<file path="config.mk">
export PLATFORM = sky130hd
export DESIGN_NAME = tpm_buf_arbiter
export DESIGN_NICKNAME = d
export VERILOG_FILES = /design/src/rtl/tpm_buf_arbiter.sv
export SDC_FILE = /design/constraint.sdc
export NUM_CORES = 1
export LEC_CHECK = 0
export ABC_AREA = 0
export CORE_ASPECT_RATIO = 0.7
export CORE_MARGIN = 4
export CORE_UTILIZATION = 40
export DETAILED_ROUTE_END_ITERATION = 8
export PLACE_DENSITY = 0.81
export SYNTH_ARGS = -nofsm -noshare
export SYNTH_HDL_FRONTEND = slang
export SYNTH_SLANG_ARGS = --single-unit
</file>
<file path="constraint.sdc">
create_clock -name clk_i -period 3.4 [get_ports clk_i]
set_clock_uncertainty 0.1 [all_clocks]
set_input_delay 0.68 -clock clk_i [delete_from_list [all_inputs] [get_ports clk_i]]
set_output_delay 0.68 -clock clk_i [all_outputs]
set_load 0.02 [all_outputs]
</file>
<file path="src/rtl/tpm_buf_arbiter.sv">
// TPM command/response buffer arbiter.
// Shares one single-port 512x32 buffer RAM between the host data provider
// (byte port) and the CPU Wishbone window. Everything runs on the Wishbone
// clock. exec_i decides which side owns the buffer, and a non-owner access
// is terminated with an error. The block also tracks the host write
// high-water mark, which the CPU reads as the command length.
module tpm_buf_arbiter #(
  parameter int          ADDR_WIDTH         = 11,
  parameter logic [31:0] DEFAULT_READ_VALUE = 32'hBADFABAC
) (
  input  logic                    clk_i,
  input  logic                    rst_i,
  input  logic                    exec_i,
  input  logic                    dp_req_i,
  input  logic                    dp_we_i,
  input  logic [ADDR_WIDTH-1:0]   dp_addr_i,
  input  logic [7:0]              dp_wdata_i,
  output logic [7:0]              dp_rdata_o,
  output logic                    dp_ack_o,
  output logic                    dp_err_o,
  input  logic                    wb_cyc_i,
  input  logic                    wb_stb_i,
  input  logic                    wb_we_i,
  input  logic [ADDR_WIDTH-1:0]   wb_adr_i,
  input  logic [3:0]              wb_sel_i,
  input  logic [31:0]             wb_dat_i,
  output logic [31:0]             wb_dat_o,
  output logic                    wb_ack_o,
  output logic                    wb_err_o,
  output logic [ADDR_WIDTH-3:0]   ram_a_o,
  output logic [31:0]             ram_wd_o,
  output logic [3:0]              ram_wen_o,
  input  logic [31:0]             ram_rd_i,
  output logic                    owner_o,
  output logic                    busy_o,
  output logic [ADDR_WIDTH:0]     hwm_o
);

  typedef enum logic [1:0] {IDLE, ACCESS, RESP} state_t;

  state_t                state, state_next;
  logic                  wb_req, owner_req, other_req;
  logic                  grant, reject;
  logic                  cur_wb, cur_we, cur_err;
  logic [ADDR_WIDTH-1:0] cur_addr;
  logic [ADDR_WIDTH:0]   addr_plus1;
  logic [3:0]            dp_lane_en;
  logic                  exec_q, exec_fall, dp_write_done;
  logic                  in_resp;

  assign wb_req     = wb_cyc_i & wb_stb_i;
  assign in_resp    = (state == RESP);
  assign busy_o     = (state != IDLE);
  assign addr_plus1 = {1'b0, cur_addr} + {{ADDR_WIDTH{1'b0}}, 1'b1};
  assign exec_fall  = exec_q & ~exec_i;
  // Only a host write can be in ACCESS with cur_wb low and cur_we high.
  // Errors never reach ACCESS.
  assign dp_write_done = (state == ACCESS) & ~cur_wb & cur_we;

  assign wb_ack_o = in_resp &  cur_wb & ~cur_err;
  assign wb_err_o = in_resp &  cur_wb &  cur_err;
  assign dp_ack_o = in_resp & ~cur_wb & ~cur_err;
  assign dp_err_o = in_resp & ~cur_wb &  cur_err;

  // State register. An asynchronous reset drops any in-flight access without an ack.
  always_ff @(posedge clk_i or posedge rst_i) begin
    if (rst_i) state <= IDLE;
    else       state <= state_next;
  end

  // Arbitration and sequencing. The owner wins; a lone non-owner goes straight to an error response.
  always_comb begin
    state_next = state;
    grant      = 1'b0;
    reject     = 1'b0;
    owner_req  = exec_i ? wb_req   : dp_req_i;
    other_req  = exec_i ? dp_req_i : wb_req;
    case (state)
      IDLE: begin
        if (owner_req) begin
          grant      = 1'b1;
          state_next = ACCESS;
        end else if (other_req) begin
          reject     = 1'b1;
          state_next = RESP;
        end
      end
      ACCESS:  state_next = RESP;
      RESP:    state_next = IDLE;
      default: state_next = IDLE;
    endcase
  end

  // Host byte write enable: the byte lane is selected by the low address bits (little-endian).
  always_comb begin
    dp_lane_en = 4'b0000;
    case (dp_addr_i[1:0])
      2'b00:   dp_lane_en = 4'b0001;
      2'b01:   dp_lane_en = 4'b0010;
      2'b10:   dp_lane_en = 4'b0100;
      default: dp_lane_en = 4'b1000;
    endcase
  end

  // Latch the granted request and drive the RAM port. Write enables last only for the ACCESS cycle.
  always_ff @(posedge clk_i or posedge rst_i) begin
    if (rst_i) begin
      cur_wb    <= 1'b0;
      cur_we    <= 1'b0;
      cur_err   <= 1'b0;
      cur_addr  <= '0;
      owner_o   <= 1'b0;
      ram_a_o   <= '0;
      ram_wd_o  <= '0;
      ram_wen_o <= '0;
    end else if (grant) begin
      cur_wb  <= exec_i;
      cur_err <= 1'b0;
      owner_o <= exec_i;
      if (exec_i) begin
        cur_we    <= wb_we_i;
        cur_addr  <= wb_adr_i;
        ram_a_o   <= wb_adr_i[ADDR_WIDTH-1:2];
        ram_wd_o  <= wb_dat_i;
        ram_wen_o <= wb_we_i ? wb_sel_i : 4'b0000;
      end else begin
        cur_we    <= dp_we_i;
        cur_addr  <= dp_addr_i;
        ram_a_o   <= dp_addr_i[ADDR_WIDTH-1:2];
        ram_wd_o  <= {4{dp_wdata_i}};
        ram_wen_o <= dp_we_i ? dp_lane_en : 4'b0000;
      end
    end else if (reject) begin
      cur_wb    <= ~exec_i;
      cur_err   <= 1'b1;
      cur_we    <= exec_i ? dp_we_i : wb_we_i;
      ram_wen_o <= '0;
    end else begin
      ram_wen_o <= '0;
    end
  end

  // High-water mark. A host write completing on the clear cycle wins over the clear.
  always_ff @(posedge clk_i or posedge rst_i) begin
    if (rst_i) begin
      exec_q <= 1'b0;
      hwm_o  <= '0;
    end else begin
      exec_q <= exec_i;
      if (dp_write_done) begin
        if (exec_fall || (addr_plus1 > hwm_o)) hwm_o <= addr_plus1;
      end else if (exec_fall) begin
        hwm_o <= '0;
      end
    end
  end

  // Wishbone read data is presented only while a read is being acked.
  always_comb begin
    wb_dat_o = DEFAULT_READ_VALUE;
    if (wb_ack_o && !cur_we) wb_dat_o = ram_rd_i;
  end

  // Host read byte. The lane is taken from the latched address; a rejected host access returns 0xFF.
  always_comb begin
    dp_rdata_o = 8'h00;
    if (dp_err_o) begin
      dp_rdata_o = 8'hFF;
    end else if (dp_ack_o && !cur_we) begin
      case (cur_addr[1:0])
        2'b00:   dp_rdata_o = ram_rd_i[7:0];
        2'b01:   dp_rdata_o = ram_rd_i[15:8];
        2'b10:   dp_rdata_o = ram_rd_i[23:16];
        default: dp_rdata_o = ram_rd_i[31:24];
      endcase
    end
  end

endmodule

</file>
# Yosys cells after proc, flatten, opt, wreduce, memory -nomap -nowiden
# Cells that the tools add are included.
# W data, S select, Z words.
[op_classes]
muxes = 33
n_lt_le_gt_ge = 1
n_bitwise = 13
n_eq_ne = 8
add_sub_neg = 1
n_reduce_logical = 11
[ops]
columns = ["cell", "count"]
rows = [
  ["$mux W32", 2],
  ["$mux W12", 3],
  ["$pmux W8 S3", 1],
  ["$mux W4", 4],
  ["$mux W8", 2],
  ["$mux W1", 15],
  ["$add A11 B1 Y12 const B", 1],
  ["$gt A12 B12 Y1", 1],
  ["$pmux W4 S3", 1],
  ["$mux W11", 1],
  ["$and A1 B1 Y1", 10],
  ["$mux W9", 1],
  ["$eq A2 B1 Y1 const B", 3],
  ["$eq A2 B2 Y1 const B", 3],
  ["$logic_not A2 Y1", 3],
  ["$reduce_bool A2 Y1", 3],
  ["$mux W2", 2],
  ["$pmux W2 S2", 1],
  ["$ne A3 B3 Y1 const B", 1],
  ["$not A1 Y1", 3],
  ["$logic_and A1 B1 Y1", 2],
  ["$ne A2 B1 Y1 const B", 1],
  ["$reduce_and A2 Y1", 1],
  ["$logic_not A1 Y1", 1],
  ["$logic_or A1 B1 Y1", 1],
]
[totals]
register_bits = 75
wordCells = 78
out_inout_bits = 103
input_bits = 106

# Depth between registers and ports, before layout
# Gate-level depths: netlist of the first run.
[logic_depth]
depth_word = 7
depth_mapped = 11
ltp_nobuf = 10

# Worst setup path after synthesis of the first run
# No wires, ideal clock.
[synth_path]
kind = "flip-flop to flip-flop"
from = "reg cur_addr[0]"
to = "reg hwm_o[0]"
slack_ns = 0.704
t_arrival_ns = 2.471
synth_period_minus_slack_ns = 2.696
path_buffers = 1
path_stages_with_launch = 11
required_ns = 3.175
setup_time_ns = 0.125
path_cell_list = "dfrtp_1 -> ha_1 -> and3_1 -> nand3_1 -> xnor2_1 -> ha_1 -> nand4_1 -> a211o_1 -> a31oi_4 -> buf_12 -> mux2_4"
[synth_between]
elab_chain_cells = 5
elab_cells_between_ends = 7
classes_between = "add/sub: 1; order compare: 1; eq/ne: 1; mux: 2; reduce/logical: 2"
[synth_rtl]
columns = ["item", "line_no", "source"]
rows = [
  ["start, declared", "45", "logic [ADDR_WIDTH-1:0] cur_addr;"],
  ["start signal, assigned", "122", "cur_addr <= wb_adr_i;"],
  ["start signal, assigned", "128", "cur_addr <= dp_addr_i;"],
  ["$add A11 B1 Y12 (*)", "54", "assign addr_plus1 = {1'b0, cur_addr} + {{ADDR_WIDTH{1'b0}}, 1'b1};"],
  ["$gt A12 B12 Y1", "151", "if (exec_fall || (addr_plus1 > hwm_o)) hwm_o <= addr_plus1;"],
  ["$logic_or A1 B1 Y1", "151", ""],
  ["$ne A2 B1 Y1 (no source line)", "--", ""],
  ["$reduce_and A2 Y1 (no source line)", "--", ""],
  ["end signal, assigned", "151", ""],
  ["end, declared", "36", "output logic [ADDR_WIDTH:0] hwm_o"],
]
# Every way passes the cells marked *; elsewhere a longest branch is shown, timed or not. The select of a mux whose other input is x is not followed.
# A chain may end at the register's enable or synchronous reset.

# Worst setup path in the final report of the first run
[layout_path]
from = "reg cur_addr[0]"
to = "out dp_rdata_o[5]"
[layout_between]
elab_chain_cells = 4
elab_cells_between_ends = 6
classes_between = "eq/ne: 2; mux: 3; reduce/logical: 1"
[layout_rtl]
columns = ["item", "line_no", "source"]
rows = [
  ["$eq A2 B2 Y1 (tied with other cells)", "170", "case (cur_addr[1:0])"],
  ["$pmux W8 S3 (*)", "170", ""],
  ["$mux W8 (*)", "169", "end else if (dp_ack_o && !cur_we) begin"],
  ["$mux W8 (*)", "167", "if (dp_err_o) begin"],
  ["end, declared", "18", "output logic [7:0] dp_rdata_o,"],
]
# Every way passes the cells marked *; elsewhere a longest branch is shown, timed or not.

==> impl_metrics.csv, run 1 <==
group,metric,value,unit
worst_setup_path,reg2reg_slack,0.33,ns
floorplanning,rows,30,
power,total_power,4.078,mW
cts,hold_buffers,0,
grt,grt_overflow_total,0,
cts,cts-root-buf,"clkbuf_16",
worst_setup_path,arrival,2.51,ns
routing,wl,13390,um
floorplanning,initial_core_util,0.4132,
sta,finalCritPeriodShare,0.9685,
cells_and_area,layout-area-overhead-vs-synth,61.76,%
cells_and_area,final_common_cell,"clkdlybuf4s50_1",
cells_and_area,final_cell_mix,"clkdlybuf4s50_1, a21oi_1, dfrtp_1",
cells_and_area,multi_input_area,0.002101,mm^2
logic_synthesis,syn-mean-instance-area,9.096,um^2
sta,rsz0062_at_grt,"false",
worst_setup_path,crit_path_end_kind,"output port",
logic_synthesis,ys_seq_area_frac,0.4080,
logic_synthesis,netlist_area,0.004048,mm^2
cells_and_area,fillers,775,
routing,wl_met3,1096,um
cells_and_area,fin_nets,763,
floorplanning,io_pins,209,
routing,dr.first_iter.drc_count,201,
sta,tns,0,ns
routing,top_layer,"met4",
worst_setup_path,critPathKind,"reg -> out",
cells_and_area,seqCellArea,0.001652,mm^2
grt,grt_pass1_vias,4059,
sta,clock.fmax,303.7,MHz
floorplanning,die_area,0.01182,mm^2
sta,finalSetupViolations,0,
routing,antenna_left,0,
routing,via_per_inst,5.124,
cts,clk_path_buf_depth,2,
cts,cts_buffers,9,
floorplanning,core-area,0.009797,mm^2
cts,worstSkewPairLatency,0.33,ns
floorplanning,die_h,92.16,um
worst_setup_path,cp-start-kind,"flop",
power,p_leak,2.736,nW
grt,grt_usage,0.2263,
placed_design,io_buffers,208,
placed_design,gp_congestion,1.073,
cells_and_area,drive_gt1_frac,0.07132,
min_path,holdCritPathClass,"reg -> reg",
sta,final_hold_viol_count,0,
cts,clock-sinks,66,
sta,slew_headroom,0.5022,
cts,cts_tree,"built",
sta,drv_slew,0,
grt,grt_max_degree,49,
routing,num_vias,3961,
flow_run,drv_cap,0,
cells_and_area,antenna_cells,0,
worst_setup_path,crit_required,2.62,ns
worst_setup_path,cp_max_fo,8,
grt,grt_pass1_wl,21130,um
sta,fin_crit,3.293,ns
routing,drt_pass1_iterations,5,
run_status,status,"completed",
routing,wl_per_cell,17.32,um
cts,h-tree-depth,3,
logic_synthesis,ys_warn_count,0,
floorplanning,die_width,128.2,um
routing,wl_met1,5368,um
logic_synthesis,syn_inst,445,
logic_synthesis,syn_nets,568,
routing,drc,0,
placed_design,hpwl,10450,um
logic_synthesis,synthDistinctLibCells,42,
power,powerDensity,622.8,mW/mm^2
cts,clk_pin_slew,0.05,ns
sta,worstMarginPinSlew,0.7456,ns
logic_synthesis,synth-seq-cells,66,
grt,antenna_found_initial,0,
power,vdd_drop_max,390.5,uV
routing,routed-wl-met2,6722,um
-- metal layers --
layer	up-vias	global-route usage
met2	159	0.3921
met4	0	0.07067
met5	-	0
li1	1924	-
met1	1858	0.2681
met3	20	0.06810
-- worst paths after layout --
path                             start            end  cells past startpoint
max                        cur_addr[0]  dp_rdata_o[5]                      8
max reg2reg                cur_addr[0]      hwm_o[11]                      9
max in group asynchronous        rst_i   ram_wen_o[3]                      3
min in group asynchronous        rst_i    ram_wd_o[6]                      2
min                           state[1]       state[1]                      1
min reg2reg                   state[1]       state[1]                      1
-- cell families (layout without fill, tap and decap cells) --
| family | after synthesis | in the layout | synth area share |
|---|---|---|---|
| and+or+nand+nor | 154 | 154 | 0.2006 |
| AOI/OAI and AO/OA | 120 | 120 | 0.1737 |
| DFF | 66 | 66 | 0.4080 |
| buffers and inverters | 53 | 253 | 0.07295 |
| muxes | 25 | 25 | 0.07048 |
| adders and majority gates | 17 | 17 | 0.05255 |
| xor gates and xnor gates | 10 | 10 | 0.02164 |
-- power breakdown --
| group | internal [mW] | total, mW | switching, mW |
|---|---|---|---|
| sequential | 0.988 | 1.15 | 0.166 |
| combinational | 0.861 | 1.78 | 0.919 |
| clock | 0.790 | 1.14 | 0.354 |
-- critical path, stage by stage, from the launching register on --
cell and delay (ns):
dfrtp_1 0.39, buf_4 0.17, inv_1 0.06, ha_1 0.30, a222oi_1 0.42, nor2_1 0.08
a21oi_1 0.12, o21ai_0 0.08, clkdlybuf4s50_1 0.56
-- area by class of cell --
class	count	area share
well taps	128	0.02446
clock inverters	7	0.02159
multi-input cells	326	0.3208
inverters	17	0.009746
flip-flops and latches	66	0.2522
clock buffers	9	0.03440
repair buffers	220	0.3367
-- Yosys cell counts --
library cell,n,area share
clkbuf_2,1,0.0012
nor3_1,3,0.0037
buf_12,1,0.0049
a32oi_1,2,0.0043
nand2b_1,28,0.043
nand4bb_4,1,0.0068
xnor2_1,6,0.013
buf_6,3,0.0083
o21ba_2,1,0.0025
o21ai_0,8,0.0099
nor2_1,62,0.057
nand3_1,11,0.014
or2_2,1,0.0015
o21ba_1,1,0.0025
and2b_1,2,0.0037
mux2_4,6,0.022
a31oi_4,1,0.0053
inv_1,17,0.016
xor2_1,4,0.0087
nor2b_1,20,0.031
buf_4,12,0.022
nand3b_1,1,0.0019
mux2i_1,15,0.037
and3_1,5,0.0077
and2_1,11,0.017
nor3b_2,1,0.0031
ha_1,17,0.053
mux2_2,4,0.011
nand4_1,4,0.0062
o211ai_1,1,0.0019
clkbuf_1,8,0.0074
a21boi_0,2,0.0037
a211o_1,1,0.0022
buf_2,9,0.011
o21a_1,1,0.0019
dfrtp_1,66,0.41
a21oi_1,92,0.11
a311oi_1,1,0.0022
nand2_1,4,0.0037
a222oi_1,8,0.020
a21oi_4,1,0.0040
buf_1,2,0.0019
-- stage by stage --
| stage | util | setup slack [ns] | cells | instance area (um^2) | hold WS (ns) |
|---|---|---|---|---|---|
| after floorplan | - | 0.7037 | 445 | 4048 | 0.3560 |
| after global placement | 0.6296 | 0.2876 | 757 | 6168 | 0.3807 |
| after detailed placement | 0.6296 | 0.2644 | 757 | 6168 | 0.3878 |
| final | 0.6683 | 0.1072 | 773 | 6548 | 0.3941 |
| after CTS | 0.6671 | 0.07424 | 773 | 6535 | 0.3979 |
| after global routing | 0.6683 | 0.003852 | 773 | 6548 | 0.4352 |
-- sequential cells by signal (all words and copies together), names as in the netlist --
signal	count
owner_o	1
ram_wen_o	4
cur_addr	2
state	2
exec_q	1
cur_we	1
cur_wb	1
hwm_o	12
ram_wd_o	32
cur_err	1
ram_a_o	9
-- timing repair --
action	CTS	global route
buffers inserted	0	0
resized for setup	0	5
setup endpoints to repair	0	5
Power figures use the tool's default switching activity.
==> run 2, diff against run 1 <==
--- a/config.mk
+++ b/config.mk
@@ -6,10 +6,12 @@
 export NUM_CORES = 1
 export LEC_CHECK = 0
 export ABC_AREA = 0
+export CAP_MARGIN = 10
 export CORE_ASPECT_RATIO = 0.7
 export CORE_MARGIN = 4
 export CORE_UTILIZATION = 40
 export DETAILED_ROUTE_END_ITERATION = 8
+export HOLD_SLACK_MARGIN = 0.05
 export PLACE_DENSITY = 0.81
 export SYNTH_ARGS = -nofsm -noshare
 export SYNTH_HDL_FRONTEND = slang
==> results of run 2 <==
Final layout, timing and power as in run 1 (identical DEF).
==> run 3, diff against run 2 <==
--- a/config.mk
+++ b/config.mk
@@ -16,3 +16,4 @@
 export SYNTH_ARGS = -nofsm -noshare
 export SYNTH_HDL_FRONTEND = slang
 export SYNTH_SLANG_ARGS = --single-unit
+export TNS_END_PERCENT = 30
==> results of run 3 <==
Final layout, timing and power as in run 1 (identical DEF).
